**config.mk**
```make
export PLATFORM = sky130hd
export DESIGN_NAME = i2s_frame_ctrl
export DESIGN_NICKNAME = d
export VERILOG_FILES = /design/src/rtl/i2s_frame_ctrl_pkg.sv /design/src/rtl/i2s_frame_ctrl_pair_buf.sv /design/src/rtl/i2s_frame_ctrl.sv
export SDC_FILE = /design/constraint.sdc
export NUM_CORES = 1
export LEC_CHECK = 0
export BUFFER_PORTS_ARGS = -buffer_cell sky130_fd_sc_hd__buf_2
export CAP_MARGIN = 20
export CORE_ASPECT_RATIO = 0.7
export CORE_MARGIN = 3
export CORE_UTILIZATION = 57
export CTS_CLUSTER_SIZE = 16
export DETAILED_ROUTE_END_ITERATION = 12
export PLACE_DENSITY = 0.9
export RECOVER_POWER = 50
export SKIP_CTS_REPAIR_TIMING = 1
export SLEW_MARGIN = 20
export SYNTH_ARGS = -nofsm -noshare
export SYNTH_HDL_FRONTEND = slang
export SYNTH_SLANG_ARGS = --single-unit
```
**constraint.sdc**
```tcl
create_clock -name bck -period 3.7 [get_ports bck]
set_clock_uncertainty 0.15 [all_clocks]
set_input_delay 0.74 -clock bck [delete_from_list [all_inputs] [get_ports bck]]
set_output_delay 0.74 -clock bck [all_outputs]
set_load 0.005 [all_outputs]
```
**src/rtl/i2s_frame_ctrl_pkg.sv**
```systemverilog
// Shared types and constants for the I2S frame controller and its pair buffer.
package i2s_frame_ctrl_pkg;

  // Frame sequencer states
  typedef enum logic {
    ST_IDLE = 1'b0,
    ST_RUN  = 1'b1
  } state_t;

  // Underrun behaviour selectors
  localparam int UR_REPEAT = 0;  // keep presenting the last words
  localparam int UR_MUTE   = 1;  // present zero words

  // Number of zero bits appended below a left-justified sample
  function automatic int pad_bits(input int word_size, input int sample_size);
    return word_size - sample_size;
  endfunction

endpackage

```
**src/rtl/i2s_frame_ctrl_pair_buf.sv**
```systemverilog
// One-entry stereo holding register. Accepts a pair when empty, releases it on pop.
// A full entry is never overwritten; it only clears on pop or reset.
module i2s_frame_ctrl_pair_buf
  import i2s_frame_ctrl_pkg::*;
#(
  parameter int SAMPLE_SIZE = 24
) (
  input  logic                   bck,
  input  logic                   rst,
  input  logic                   in_valid,
  output logic                   in_ready,
  input  logic [SAMPLE_SIZE-1:0] in_l,
  input  logic [SAMPLE_SIZE-1:0] in_r,
  input  logic                   pop,
  output logic                   out_valid,
  output logic [SAMPLE_SIZE-1:0] out_l,
  output logic [SAMPLE_SIZE-1:0] out_r
);

  logic                   full_reg;
  logic [SAMPLE_SIZE-1:0] l_reg;
  logic [SAMPLE_SIZE-1:0] r_reg;

  // Occupancy flag: set on accept, cleared on pop; accept only when empty
  always_ff @(negedge bck) begin
    if (rst) begin
      full_reg <= 1'b0;
    end else if (in_valid && !full_reg) begin
      full_reg <= 1'b1;
    end else if (pop) begin
      full_reg <= 1'b0;
    end
  end

  // Sample storage, written only when an accept happens into an empty entry
  always_ff @(negedge bck) begin
    if (rst) begin
      l_reg <= '0;
      r_reg <= '0;
    end else if (in_valid && !full_reg) begin
      l_reg <= in_l;
      r_reg <= in_r;
    end
  end

  assign in_ready  = !full_reg;
  assign out_valid = full_reg;
  assign out_l     = l_reg;
  assign out_r     = r_reg;

endmodule

```
**src/rtl/i2s_frame_ctrl.sv**
```systemverilog
// Frame sequencer and sample scheduler feeding an I2S serialiser.
// Generates lrck, pulls stereo pairs over valid/ready, buffers one pair and
// presents left-justified words at each frame boundary. Counts underruns.
// All state advances on the falling edge of the bit clock.
module i2s_frame_ctrl
  import i2s_frame_ctrl_pkg::*;
#(
  parameter int WORD_SIZE     = 32,
  parameter int SAMPLE_SIZE   = 24,
  parameter int UNDERRUN_MODE = 0,
  parameter int CNT_W         = 16
) (
  input  logic                   bck,
  input  logic                   rst,
  input  logic                   enable,
  input  logic                   s_valid,
  output logic                   s_ready,
  input  logic [SAMPLE_SIZE-1:0] s_l_sample,
  input  logic [SAMPLE_SIZE-1:0] s_r_sample,
  output logic                   lrck,
  output logic [WORD_SIZE-1:0]   l_word,
  output logic [WORD_SIZE-1:0]   r_word,
  output logic                   frame_start,
  output logic                   underrun,
  output logic [CNT_W-1:0]       underrun_cnt
);

  localparam int CW  = $clog2(WORD_SIZE);
  localparam int PAD = pad_bits(WORD_SIZE, SAMPLE_SIZE);
  localparam logic [CW-1:0] LAST = CW'(WORD_SIZE - 1);

  state_t                 state_reg;
  logic [CW-1:0]          bit_cnt_reg;
  logic                   lrck_reg;
  logic [WORD_SIZE-1:0]   l_word_reg;
  logic [WORD_SIZE-1:0]   r_word_reg;
  logic                   frame_start_reg;
  logic                   underrun_reg;
  logic [CNT_W-1:0]       underrun_cnt_reg;
  logic                   alive_reg;

  logic                   buf_in_ready;
  logic                   buf_full;
  logic [SAMPLE_SIZE-1:0] buf_l;
  logic [SAMPLE_SIZE-1:0] buf_r;
  logic                   ready;
  logic                   take;
  logic                   boundary;
  logic                   load_edge;
  logic                   buf_push;
  logic                   buf_pop;
  logic [SAMPLE_SIZE-1:0] l_src;
  logic [SAMPLE_SIZE-1:0] r_src;
  logic [WORD_SIZE-1:0]   l_pack;
  logic [WORD_SIZE-1:0]   r_pack;

  // Frame boundary detection, handshake qualification and word packing.
  // In IDLE every edge is a potential entry edge; in RUN only the end of the
  // right slot is. A pair arriving on a load edge with an empty buffer bypasses
  // the buffer and goes straight to the words.
  always_comb begin
    boundary  = (state_reg == ST_IDLE) || ((bit_cnt_reg == LAST) && lrck_reg);
    load_edge = boundary && enable;
    ready     = alive_reg && buf_in_ready;
    take      = s_valid && ready;
    buf_push  = take && !load_edge;
    buf_pop   = load_edge && buf_full;
    l_src     = buf_full ? buf_l : s_l_sample;
    r_src     = buf_full ? buf_r : s_r_sample;
    l_pack    = WORD_SIZE'(l_src) << PAD;
    r_pack    = WORD_SIZE'(r_src) << PAD;
  end

  i2s_frame_ctrl_pair_buf #(
    .SAMPLE_SIZE(SAMPLE_SIZE)
  ) u_pair_buf (
    .bck      (bck),
    .rst      (rst),
    .in_valid (buf_push),
    .in_ready (buf_in_ready),
    .in_l     (s_l_sample),
    .in_r     (s_r_sample),
    .pop      (buf_pop),
    .out_valid(buf_full),
    .out_l    (buf_l),
    .out_r    (buf_r)
  );

  // Frame FSM: slot counting, lrck, word loading and underrun accounting
  always_ff @(negedge bck) begin
    if (rst) begin
      state_reg        <= ST_IDLE;
      bit_cnt_reg      <= '0;
      lrck_reg         <= 1'b0;
      l_word_reg       <= '0;
      r_word_reg       <= '0;
      frame_start_reg  <= 1'b0;
      underrun_reg     <= 1'b0;
      underrun_cnt_reg <= '0;
      alive_reg        <= 1'b0;
    end else begin
      alive_reg       <= 1'b1;
      frame_start_reg <= load_edge;
      underrun_reg    <= 1'b0;

      unique case (state_reg)
        ST_IDLE: begin
          lrck_reg    <= 1'b0;
          bit_cnt_reg <= '0;
          if (enable) begin
            state_reg <= ST_RUN;
          end
        end
        ST_RUN: begin
          if (bit_cnt_reg == LAST) begin
            bit_cnt_reg <= '0;
            lrck_reg    <= !lrck_reg;
            // End of right slot with no run request: park with lrck low
            if (lrck_reg && !enable) begin
              state_reg <= ST_IDLE;
            end
          end else begin
            bit_cnt_reg <= bit_cnt_reg + CW'(1);
          end
        end
        default: state_reg <= ST_IDLE;
      endcase

      if (load_edge) begin
        if (buf_full || take) begin
          l_word_reg <= l_pack;
          r_word_reg <= r_pack;
        end else begin
          underrun_reg <= 1'b1;
          if (underrun_cnt_reg != {CNT_W{1'b1}}) begin
            underrun_cnt_reg <= underrun_cnt_reg + CNT_W'(1);
          end
          if (UNDERRUN_MODE == UR_MUTE) begin
            l_word_reg <= '0;
            r_word_reg <= '0;
          end
        end
      end
    end
  end

  assign s_ready      = ready;
  assign lrck         = lrck_reg;
  assign l_word       = l_word_reg;
  assign r_word       = r_word_reg;
  assign frame_start  = frame_start_reg;
  assign underrun     = underrun_reg;
  assign underrun_cnt = underrun_cnt_reg;

endmodule

```
==> results_dict.tcl <==
set metrics [dict create \
    max_slew_margin_pct 38.0 \
    drt_first_iter_violations 403 \
    crit_chain "nor2b_4 > buf_2" \
    grt-ovfl-total 0 \
    peakVddDrop_mv 0.363 \
    ys_async_sr_fraction_pct 0 \
    vias_per_cell 5.44 \
    grt_start_max_net_pins 57 \
    setup_ws_ns -0.0509 \
    violations "setup timing" \
    synth.top_cells.by_count "dfxtp_1 (123), nand2_1 (103), nor2_1 (63)" \
    fin_tns_setup_ns -0.0509 \
    clockBufferDepth 2 \
    switching_power_w 0.00120 \
    crit_path_end_kind "output pin" \
    io_pins 136 \
    yosys-top-cells-area "dfxtp_1 (48%), mux2i_1 (9.3%), nand2_1 (7.5%)" \
    avgSynthCellArea_um2 8.82 \
    synth_top_cell_area_share_pct 47.5 \
    crit_path_start_kind "register" \
    synth_top_area_cell "dfxtp_1" \
    internal_power_w 0.00268 \
    cp.arrival_ns 2.86 \
    wirelength_um 15000 \
    detail-route-antenna-nets 0 \
    dp_hpwl_um 8880 \
    dr_wl_met3_um 1160 \
    dr_wl_met2_um 7750 \
    p_leak_nw 3.34 \
    synth-seq-area-share_pct 47.5 \
    port_buffers 119 \
    drt-met1-wl_um 5850 \
    pwr-share-clk_pct 54.9 \
    routedWlPerCell_um 15.4 \
    dp.cells 813 \
    htreeDepth 4 \
    tightest_slew_ns 0.923 \
    clk_pin_slew_ns 0.03 \
    yosysUniqueCellTypes 46 \
    critical_path_class "register to output pin" \
    finalSetupViolCount 1 \
    initial_core_util_pct 59.9 \
    core_region_area_um2 8650 \
    crit_path_max_fanout 3 \
    place_congestion 0.848 \
    ys_ff_latch 123 \
    cts_sinks 123 \
    fin_cells 972 \
    row_count 28 \
    die_x_um 120 \
    cts_tree "built" \
    drc 0 \
    routed.top_layer "met4" \
    die_h_um 85.8 \
    timing.max_cap.violations 0 \
    drive_gt1_share_pct 25.8 \
    grt_pass1_wl_um 23600 \
    synth.most_common_cell "dfxtp_1" \
    worstHoldStart "u_pair_buf.out_l[12]" \
    rr_startpoint "bit_cnt_reg[0]" \
    power_frac_comb_pct 8.4 \
    drt-pass1-iter-count 6 \
    min_path_type "register to register" \
    synthFlopType "dfxtp_1" \
    critPathBufInv 1 \
    drv_slew 0 \
    clk_latency_ns 0.46 \
    numCtsBuffers 17 \
    p_sw_share_pct 30.9 \
    vias 5284 \
    worst_ep_required_time_ns 2.81 \
    rsz0062_at_grt "true" \
    status "finished with violations" \
    syn_to_final_growth_pct 37.6 \
    critical_path.startpoint "alive_reg" \
    seq_power_share_pct 36.7 \
    antenna_cells 0 \
    root_buffer "clkbuf_16" \
    syn_inst 587 \
    final_hold_viol_count 0 \
    nFillCells 540 \
    synthesis.yosys.warnings 0 \
    dieArea_um2 10300 \
    critical_path.top_delay_family "flip-flops" \
    track_usage_pct 28.3 \
    synth_edf_count 0 \
    nets 895 \
    slowest_stage "dfxtp_4" \
    syn-cell-area_um2 5180 \
    slowest_delay_ns 0.34 \
    grt_antenna_before_repair 0 \
    grt_pass1_vias 5423 \
    power_density_nw_per_um2 544 \
]
## routing by layer
layer,vias to the layer above,GRT usage (%)
met1,2482,30.5
li1,2535,-
met4,0,13.7
met3,26,11.7
met5,-,0
met2,241,48.6
## kinds of logic after synthesis
logic type,synth area share [%]
DFF,47.5
adders and majority gates,0.725
other,0.0724
and+or+nand+nor,19.7
muxes,10.6
AOI/OAI and AO/OA,15.0
xor gates and xnor gates,0.507
buffers and inverters,5.92
## layout make-up
cell class	instances	area, µm²	share of cell area, %
multi-input combinational	419	2550	35.9
sequential	123	2510	35.3
timing repair buffer	155	890	12.5
clock inverter	137	588	8.25
clock buffer	17	425	5.97
tap	120	150	2.11
inverter	1	3.75	0.0527
## power by group through the flow
stage,logic (W),registers [W],clock network (W)
final,0.000325,0.00142,0.00213
after floorplan,0.000202,0.00144,0.000203
after global routing,0.000359,0.00143,0.00233
after detailed placement,0.000321,0.00144,0.000203
after CTS,0.000326,0.00143,0.00215
after global placement,0.000307,0.00144,0.000203
## worst paths after layout
path | slack (ns) | end | cells after the start
worst max register to register | 1.14 | l_word[10] | 9
worst max-delay path | -0.05 | s_ready | 2
worst min-delay path | 0.30 | u_pair_buf.out_l[12] | 2
worst min register to register | 0.30 | u_pair_buf.out_l[12] | 2
## worst min-delay path, cell delays in order (launching register included)
cell	delay, ns
dfxtp_1	0.30
nand2_1	0.05
a21oi_1	0.05
## metrics by stage
| step | utilization, % | hold slack [ns] | area [µm²] | setup WS, ns | total power [W] |
|---|---|---|---|---|---|
| global placement | 70.3 | 0.278 | 6080 | -0.330 | 0.00195 |
| CTS | 81.9 | 0.302 | 7090 | -0.136 | 0.00391 |
| global route | 82.3 | 0.324 | 7130 | -0.105 | 0.00411 |
| floorplan | - | 0.267 | 5390 | -0.0718 | 0.00185 |
| finish | 82.3 | 0.299 | 7130 | -0.0509 | 0.00388 |
| detailed placement | 70.3 | 0.291 | 6080 | -0.400 | 0.00197 |
## placed cells by master (no fill, tap or decap), drive strengths merged, types with 3 or more instances in the layout
cell,synthesis,final
and4,3,3
ha,3,3
nor2,63,63
nand3,10,11
clkbuf,30,30
inv,2,129
clkinvlp,0,5
mux2i,48,48
conb,1,16
buf,29,142
o31ai,5,5
o21ai,3,3
or3,3,3
nor4,3,3
or4,6,6
nand2,103,103
nor2b,7,7
nand4,4,4
a21oi,58,58
mux2,6,6
dfxtp,123,123
a211oi,49,49
and3,5,5
and2,5,5
(Power assumes the default switching activity.)
